[src/rtl/ext_pkg.sv]
// ext_pkg: op codes shared by the extension unit and its users.
`default_nettype none

package ext_pkg;

  localparam int EXT_OP_W = 3;

  typedef logic [EXT_OP_W-1:0] ext_op_t;

  localparam ext_op_t EXT_ZERO = 3'd0;
  localparam ext_op_t EXT_SIGN = 3'd1;
  localparam ext_op_t EXT_LUI  = 3'd2;
  localparam ext_op_t EXT_BOFF = 3'd3;
  localparam ext_op_t EXT_LB   = 3'd4;
  localparam ext_op_t EXT_LBU  = 3'd5;
  localparam ext_op_t EXT_LH   = 3'd6;
  localparam ext_op_t EXT_LHU  = 3'd7;

endpackage

`default_nettype wire

[src/rtl/ext_core.sv]
// ext_core: combinational immediate / load-data extension.
// Load ops (LB/LBU/LH/LHU) exist only when EXT_LOAD_EN is defined; otherwise they act as ZERO.
`default_nettype none

module ext_core
  import ext_pkg::*;
#(
  parameter int IN_W  = 16,
  parameter int OUT_W = 32
) (
  input  logic [EXT_OP_W-1:0] i_op,
  input  logic [IN_W-1:0]     i_imm,
  input  logic [OUT_W-1:0]    i_data,
  input  logic [1:0]          i_boff,
  output logic [OUT_W-1:0]    o_result,
  output logic                o_err
);

`ifdef EXT_LOAD_EN
  logic [7:0]  w_byte;
  logic [15:0] w_half;

  assign w_byte = i_data[{i_boff, 3'b000} +: 8];
  assign w_half = i_data[{i_boff[1], 4'b0000} +: 16];
`else
  logic w_unused;
  assign w_unused = ^{i_data, i_boff};
`endif

  always_comb begin
    o_result = {{(OUT_W-IN_W){1'b0}}, i_imm};
    o_err    = 1'b0;
    case (i_op)
      EXT_SIGN: o_result = {{(OUT_W-IN_W){i_imm[IN_W-1]}}, i_imm};
      EXT_LUI:  o_result = {i_imm, {(OUT_W-IN_W){1'b0}}};
      EXT_BOFF: o_result = {{(OUT_W-IN_W-2){i_imm[IN_W-1]}}, i_imm, 2'b00};
`ifdef EXT_LOAD_EN
      EXT_LB:   o_result = {{(OUT_W-8){w_byte[7]}}, w_byte};
      EXT_LBU:  o_result = {{(OUT_W-8){1'b0}}, w_byte};
      EXT_LH, EXT_LHU: begin
        // Halfword loads from an odd byte address are unaligned: flag and zero
        if (i_boff[0]) begin
          o_result = '0;
          o_err    = 1'b1;
        end else if (i_op == EXT_LH) begin
          o_result = {{(OUT_W-16){w_half[15]}}, w_half};
        end else begin
          o_result = {{(OUT_W-16){1'b0}}, w_half};
        end
      end
`endif
      default: ;
    endcase
  end

endmodule

`default_nettype wire

[src/rtl/ext_pipe.sv]
// ext_pipe: registered extension stage with valid/ready, 2-entry skid buffer and flush.
// Optional load extension enabled by defining EXT_LOAD_EN.
`default_nettype none

module ext_pipe
  import ext_pkg::*;
#(
  parameter int IN_W  = 16,
  parameter int OUT_W = 32
) (
  input  logic                clk,
  input  logic                rst_n,
  input  logic                flush,
  input  logic                in_valid,
  output logic                in_ready,
  input  logic [EXT_OP_W-1:0] in_op,
  input  logic [IN_W-1:0]     in_imm,
  input  logic [OUT_W-1:0]    in_data,
  input  logic [1:0]          in_boff,
  output logic                out_valid,
  input  logic                out_ready,
  output logic [OUT_W-1:0]    out_data,
  output logic                out_err
);

  logic [OUT_W-1:0] w_core_data;
  logic             w_core_err;
  logic             w_accept;
  logic             w_drain;

  logic             r_main_valid;
  logic [OUT_W-1:0] r_main_data;
  logic             r_main_err;
  logic             r_skid_valid;
  logic [OUT_W-1:0] r_skid_data;
  logic             r_skid_err;

  ext_core #(
    .IN_W  (IN_W),
    .OUT_W (OUT_W)
  ) u_core (
    .i_op     (in_op),
    .i_imm    (in_imm),
    .i_data   (in_data),
    .i_boff   (in_boff),
    .o_result (w_core_data),
    .o_err    (w_core_err)
  );

  // in_ready comes straight from a flop, so out_ready never reaches it combinationally
  assign in_ready = ~r_skid_valid;
  assign w_accept = in_valid & ~r_skid_valid & ~flush;
  assign w_drain  = r_main_valid & out_ready;

  always_ff @(posedge clk or negedge rst_n) begin
    if (!rst_n) begin
      r_main_valid <= 1'b0;
      r_main_data  <= '0;
      r_main_err   <= 1'b0;
      r_skid_valid <= 1'b0;
      r_skid_data  <= '0;
      r_skid_err   <= 1'b0;
    end else if (flush) begin
      r_main_valid <= 1'b0;
      r_skid_valid <= 1'b0;
    end else if (w_drain) begin
      if (r_skid_valid) begin
        r_main_data  <= r_skid_data;
        r_main_err   <= r_skid_err;
        r_skid_valid <= 1'b0;
      end else if (w_accept) begin
        r_main_data  <= w_core_data;
        r_main_err   <= w_core_err;
      end else begin
        r_main_valid <= 1'b0;
      end
    end else if (w_accept) begin
      // Main is empty or stalled here; a stalled main pushes the newcomer into the skid slot
      if (!r_main_valid) begin
        r_main_valid <= 1'b1;
        r_main_data  <= w_core_data;
        r_main_err   <= w_core_err;
      end else begin
        r_skid_valid <= 1'b1;
        r_skid_data  <= w_core_data;
        r_skid_err   <= w_core_err;
      end
    end
  end

  assign out_valid = r_main_valid;
  assign out_data  = r_main_data;
  assign out_err   = r_main_err;

endmodule

`default_nettype wire
[config.mk]
export PLATFORM = sky130hd
export DESIGN_NAME = ext_pipe
export DESIGN_NICKNAME = d
export VERILOG_FILES = /design/src/rtl/ext_pkg.sv /design/src/rtl/ext_core.sv /design/src/rtl/ext_pipe.sv
export SDC_FILE = /design/constraint.sdc
export NUM_CORES = 1
export LEC_CHECK = 0
export CORE_ASPECT_RATIO = 0.8
export CORE_MARGIN = 3
export CORE_UTILIZATION = 32
export DETAILED_ROUTE_END_ITERATION = 12
export GPL_ROUTABILITY_DRIVEN = 0
export HOLD_SLACK_MARGIN = 0.05
export PLACE_DENSITY = 0.65
export SYNTH_ARGS = -nofsm -noshare
export SYNTH_HDL_FRONTEND = slang
export SYNTH_HIERARCHICAL = 1
export SYNTH_SLANG_ARGS = --single-unit
[constraint.sdc]
create_clock -name clk -period 3.1 [get_ports clk]
set_clock_uncertainty 0.05 [all_clocks]
set_input_delay 0.775 -clock clk [delete_from_list [all_inputs] [get_ports clk]]
set_output_delay 0.775 -clock clk [all_outputs]
set_load 0.01 [all_outputs]
==> flow_summary.json, run 1 <==
{
  "maxCapViolCount": 0,
  "grt_max_degree": 49,
  "grt.busiest_layer": "met2",
  "coreArea_um2": 10900,
  "fmaxAchievable_ghz": 0.420,
  "port_buffers": 58,
  "ys.flop_type": "dfrtp_1",
  "setup_viol": 0,
  "final_nets": 393,
  "drv_slew": 0,
  "ir_drop_mv": 0.381,
  "io_pins": 93,
  "synth_edf_count": 0,
  "synth_top_family_by_area": "multiplexers",
  "track_usage_pct": 13.0,
  "postCtsResizedCells": 0,
  "cts.sinks": 68,
  "synth_cells": 279,
  "synth_mux_area_share_pct": 35.3,
  "powerDensity_nw_per_um2": 592,
  "rows": 34,
  "cts_buffers": 9,
  "power_leakage_nw": 2.01,
  "synth.ff_latch_count": 68,
  "clock_latency_ps": 330,
  "areaGrowthSynthToFinish_pct": 26.6,
  "clkPwrFrac_pct": 35.2,
  "design_area_um2": 4570,
  "finalWirelength_mm": 7.72,
  "die_width_um": 125,
  "diodes": 0,
  "fin_util_pct": 41.8,
  "vias": 2290,
  "ant_nets": 0,
  "seq_power_share_pct": 42.9,
  "overflow": 0,
  "ctsHtreeMaxLevel": 3,
  "post-route-min-period_ps": 2380,
  "grt_pass1_vias": 2449,
  "tightest_slew_ps": 505,
  "rsz0062_at_grt": "no",
  "clockRootBuffer": "clkbuf_16",
  "wl_per_cell_um": 16.0,
  "post_synth.cell_area_avg_um2": 12.9,
  "final_cells": 484,
  "worstPathCellList": "clkdlybuf4s50_1 > nor2b_4 > buf_4 > mux2i_1 > mux2_2 > mux2_2",
  "yosys_warnings": 6,
  "grt_pass1_wl_mm": 12.8,
  "start_util_pct": 33.0,
  "seq_area_um2": 1700,
  "synth_nets": 337,
  "synthXorXnorAreaFrac_pct": 0,
  "cpMostUsedCell": "mux2_2",
  "setup_tns_ps": 0,
  "ctsHoldBuffers": 0,
  "drt-initial-drc-count": 63,
  "ys_types": 26,
  "r2r_slack_ps": 1350,
  "synth-async-reset-ratio_pct": 100,
  "critical-path-slowest-cell": "clkdlybuf4s50_1",
  "grt_use_met2_pct": 20.9,
  "antenna_found_initial": 0,
  "max-slew-margin-rel_pct": 66.3,
  "yosys.area_share.simple_pct": 6.90,
  "multi_input_area_um2": 1660,
  "swShare_pct": 24.5,
  "synth_area_leaders": "dfrtp_1 47%, mux2_2 30%, mux2i_1 4.2%",
  "clk_pin_slew_worst_paths_ps": 50,
  "post-route-period-util_pct": 76.8,
  "p_switching_uw": 661,
  "dr.pass1.iters": 4,
  "postCtsSetupRepairBufs": 0,
  "dpl_cell_area_um2": 4280,
  "comb_power_share_pct": 21.9,
  "clk_path_buf_depth": 2,
  "p_int_mw": 2.04,
  "hpwl_mm": 5.33,
  "yosysTopAreaCell": "dfrtp_1",
  "synth_fa_ha_area_share_pct": 0,
  "die_area_um2": 12600,
  "layout-drive-gt1-share_pct": 36.5,
  "path_max_fanout": 11,
  "critPathRequiredTime_ps": 3260,
  "vias_per_cell": 4.73,
  "fillerInstances": 1063,
  "gr-usage-met1_pct": 17.1,
  "worstSetupStartpointType": "input port",
  "met3_usage_pct": 3.65,
  "dieHeight_um": 101,
  "cts_tree": "yes",
  "synth_compound_area_share_pct": 3.64,
  "synth_top_area_share_pct": 47.2,
  "end_kind": "flip-flop",
  "critPathKind": "in -> reg",
  "dp.cells": 468,
  "syn_area_um2": 3610,
  "status": "completed",
  "min_path_type": "in -> async",
  "route.detailed.drc": 0,
  "yosysSeqAreaShare_pct": 47.2,
  "max_stage_delay_ps": 490,
  "final-hold-violation-count": 0,
  "arrival_ps": 2540
}
registers in the layout, indices dropped and copies added (netlist names):
name,flops
out_err,1
r_skid_valid,1
r_skid_data,32
out_valid,1
r_skid_err,1
out_data,32
critical path, delay by kind of cell:
| family | cells | cell delay, ps |
|---|---|---|
| and+or+nand+nor | 1 | 370 |
| buffers and inverters | 2 | 740 |
| muxes | 3 | 660 |
area by class of cell:
| cell class | count | share of cell area (%) |
|---|---|---|
| Tap cell | 144 | 3.95 |
| Sequential cell | 68 | 37.3 |
| Multi-Input combinational cell | 174 | 36.3 |
| Clock inverter | 1 | 0.110 |
| Inverter | 16 | 1.32 |
| Timing Repair Buffer | 66 | 15.0 |
| Clock buffer | 15 | 6.08 |
cells in the mapped netlist, types with 2 or more instances:
master and n:
a211oi_1 2, nand3b_1 14, mux2_2 95, mux2i_1 15, dfrtp_1 68, a21oi_1 17, mux2_1 2, mux2_4 2
buf_2 3, buf_4 2, inv_1 16, clkbuf_1 4, buf_6 11, nand2_1 16
worst paths after layout:
check	from	end	depth (start not counted)
setup / recovery	in_op[1]	out_data[11]	6
hold / removal	rst_n	r_skid_data[1]	1
setup reg to reg	r_skid_valid	r_skid_data[16]	4
hold reg to reg	r_skid_data[5]	r_skid_data[5]	1
max in group asynchronous	rst_n	out_data[16]	2
min in group clk	r_skid_data[5]	r_skid_data[5]	1
kinds of logic (layout without fill, tap and decap cells):
group / Yosys count / count (layout)
AND/OR/NAND/NOR: 38 / 38
flip-flops: 68 / 68
buffers and inverters: 37 / 98
multiplexers: 114 / 114
other: 1 / 1
AO/OA/AOI/OAI: 21 / 21
metrics by stage:
step | power, mW | worst slack, ps | hold WS (ps)
finish | 2.70 | 718 | 366
global route | 2.85 | 630 | 394
CTS | 2.75 | 718 | 376
detailed placement | 1.78 | 379 | 425
global placement | 1.76 | 393 | 413
floorplan | 1.48 | 1050 | 404
per-layer routing:
layer | wire [µm] | up-vias | part of all wire [%]
li1 | - | 1088 | -
met1 | 3580 | 1137 | 46
met2 | 3710 | 54 | 48
met3 | 332 | 11 | 4.3
met4 | 98 | 0 | 1.3
met5 | 0 | - | 0
power by group through the flow:
stage	Sequential [mW]	Combinational (mW)	Clock, mW
final	1.16	0.592	0.952
after global routing	1.19	0.645	1.02
after CTS	1.16	0.606	0.981
after detailed placement	1.18	0.601	0
after global placement	1.17	0.590	0
after floorplan	1.19	0.288	0
cell usage in the layout, fill, tap and decap left out, types with 2 or more instances in the layout:
master            n
clkbuf_16         9
dfrtp_1          68
inv_1            16
clkbuf_1          3
mux2_1            2
nand2_1          16
buf_12            4
mux2_2           95
clkbuf_8          3
clkdlybuf4s50_1  57
mux2_4            2
mux2i_1          15
a211oi_1          2
a21oi_1          17
nand3b_1         14
buf_4             4
Note: power is estimated with default switching activity, not from simulation.
==> inputs of run 2 (changes only) <==
==> constraint.sdc (replaced) <==
create_clock -name clk -period 2.26 [get_ports clk]
set_clock_uncertainty 0.05 [all_clocks]
set_input_delay 0.565 -clock clk [delete_from_list [all_inputs] [get_ports clk]]
set_output_delay 0.565 -clock clk [all_outputs]
set_load 0.01 [all_outputs]
==> flow_summary.json, run 2 (synthesis results as in run 1) <==
{
  "p_total_mw": 3.68,
  "critical-path-slowest-cell": "clkdlybuf4s50_1",
  "die_area_um2": 12600,
  "r2r_slack_ps": 480,
  "arrival_ps": 1440,
  "rsz0062_at_grt": "no",
  "port_buffers": 58,
  "status": "completed",
  "post-route-min-period_ps": 2050,
  "postCtsResizedCells": 0,
  "ctsHtreeMaxLevel": 3,
  "maxCapViolCount": 0,
  "path_depth": 1,
  "grt_pass1_vias": 2488,
  "dpl_cell_area_um2": 4360,
  "drt-initial-drc-count": 78,
  "power_leakage_nw": 2.04,
  "areaGrowthSynthToFinish_pct": 28.3,
  "setup_viol": 0,
  "clk_pin_slew_worst_paths_ps": 50,
  "overflow": 0,
  "end_kind": "primary output",
  "hpwl_mm": 5.43,
  "cts.sinks": 68,
  "clk_path_buf_depth": 2,
  "max_stage_delay_ps": 600,
  "drv_slew": 0,
  "grt_max_degree": 69,
  "ctsHoldBuffers": 0,
  "layout-drive-gt1-share_pct": 37.5,
  "worstPathCellList": "clkdlybuf4s50_1",
  "rr_worst_depth": 4,
  "final_cells": 488,
  "diodes": 0,
  "seq_area_um2": 1700,
  "final_common_cell": "mux2_2",
  "cp-startpoint": "out_valid",
  "path_buf_inv": 1,
  "vias": 2310,
  "setup_tns_ps": 0,
  "dieHeight_um": 101,
  "clockRootBuffer": "clkbuf_16",
  "die_width_um": 125,
  "io_pins": 93,
  "final_cell_mix": "95 x mux2_2, 68 x dfrtp_1, 57 x clkdlybuf4s50_1, 17 x a21oi_1",
  "grt_pass1_wl_mm": 12.8,
  "post-route-period-util_pct": 90.7,
  "final-hold-violation-count": 0,
  "fin_util_pct": 42.3,
  "vias_per_cell": 4.73,
  "coreArea_um2": 10900,
  "critPathKind": "reg -> out",
  "powerDensity_nw_per_um2": 794,
  "wl_per_cell_um": 15.6,
  "fillerInstances": 1017,
  "critPathRequiredTime_ps": 1640,
  "worstReg2RegStart": "out_valid",
  "cp_top_family": "buffers and inverters",
  "final_nets": 398,
  "rows": 34,
  "path_max_fanout": 8,
  "fmaxAchievable_ghz": 0.488,
  "route.detailed.drc": 0,
  "finalWirelength_mm": 7.63,
  "design_area_um2": 4630,
  "cts_tree": "yes",
  "multi_input_area_um2": 1660,
  "dp.cells": 473,
  "antenna_found_initial": 0,
  "track_usage_pct": 12.8,
  "ir_drop_mv": 0.533,
  "dr.pass1.iters": 4,
  "ant_nets": 0,
  "min_path_type": "in -> async",
  "reg2reg_to": "out_data[15]",
  "postCtsSetupRepairBufs": 0,
  "crit_path_end": "out_valid",
  "worstSetupStartpointType": "flip-flop",
  "start_util_pct": 33.0,
  "clock_latency_ps": 320,
  "cts_buffers": 9
}
[run 2: cell count changes in the layout (fill, tap and decap cells not counted)]
cell	change
clkbuf_1	-1
clkbuf_8	-1
buf_4	+2
clkinv_2	+1
buf_12	+3
[run 2: how the worst min path moves through the flow]
stage                     end  slack (ps)  depth (start not counted)           start
2_1_floorplan     out_data[0]         220                          0           rst_n
6_report            out_valid         200                          2           rst_n
5_1_grt             out_valid         220                          2           rst_n
4_1_cts             out_valid         220                          2           rst_n
3_5_place_dp   r_skid_data[5]         430                          1  r_skid_data[5]
3_3_place_gp   r_skid_data[6]         410                          1  r_skid_data[6]
[run 2: area by class of cell]
cell class | instances | area share, %
clock buffers | 13 | 5.62
multi-input cells | 174 | 35.8
clock inverters | 2 | 0.216
repair buffers | 71 | 16.4
well taps | 144 | 3.89
flip-flops and latches | 68 | 36.8
inverters | 16 | 1.30
[run 2: report_power, final]
part | leakage [nW] | internal (mW) | switching [mW] | total [mW]
logic | 1.04 | 0.513 | 0.312 | 0.825
registers | 0.870 | 1.47 | 0.122 | 1.59
clock network | 0.135 | 0.791 | 0.469 | 1.26
total | 2.04 | 2.77 | 0.903 | 3.68
[run 2: metal layers]
layer / up-vias / wire, µm / GRT usage (%)
li1: 1100 / - / -
met1: 1153 / 3500 / 16.4
met2: 49 / 3660 / 21.0
met3: 8 / 383 / 3.87
met4: 0 / 89 / 4.30
met5: - / 0 / 0
[run 2: metrics by stage]
step	hold WS, ps	setup WS (ps)
after floorplan	219	415
after global placement	413	-45.0
after detailed placement	425	-66.7
after CTS	220	190
after global routing	220	137
final	198	209
==> inputs of run 3 (changes only) <==
--- a/config.mk
+++ b/config.mk
@@ -12,6 +12,7 @@
 export GPL_ROUTABILITY_DRIVEN = 0
 export HOLD_SLACK_MARGIN = 0.05
 export PLACE_DENSITY = 0.65
+export SLEW_MARGIN = 20
 export SYNTH_ARGS = -nofsm -noshare
 export SYNTH_HDL_FRONTEND = slang
 export SYNTH_HIERARCHICAL = 1
==> results of run 3 <==
The final DEF is identical to that of run 2; final timing and power are the same.
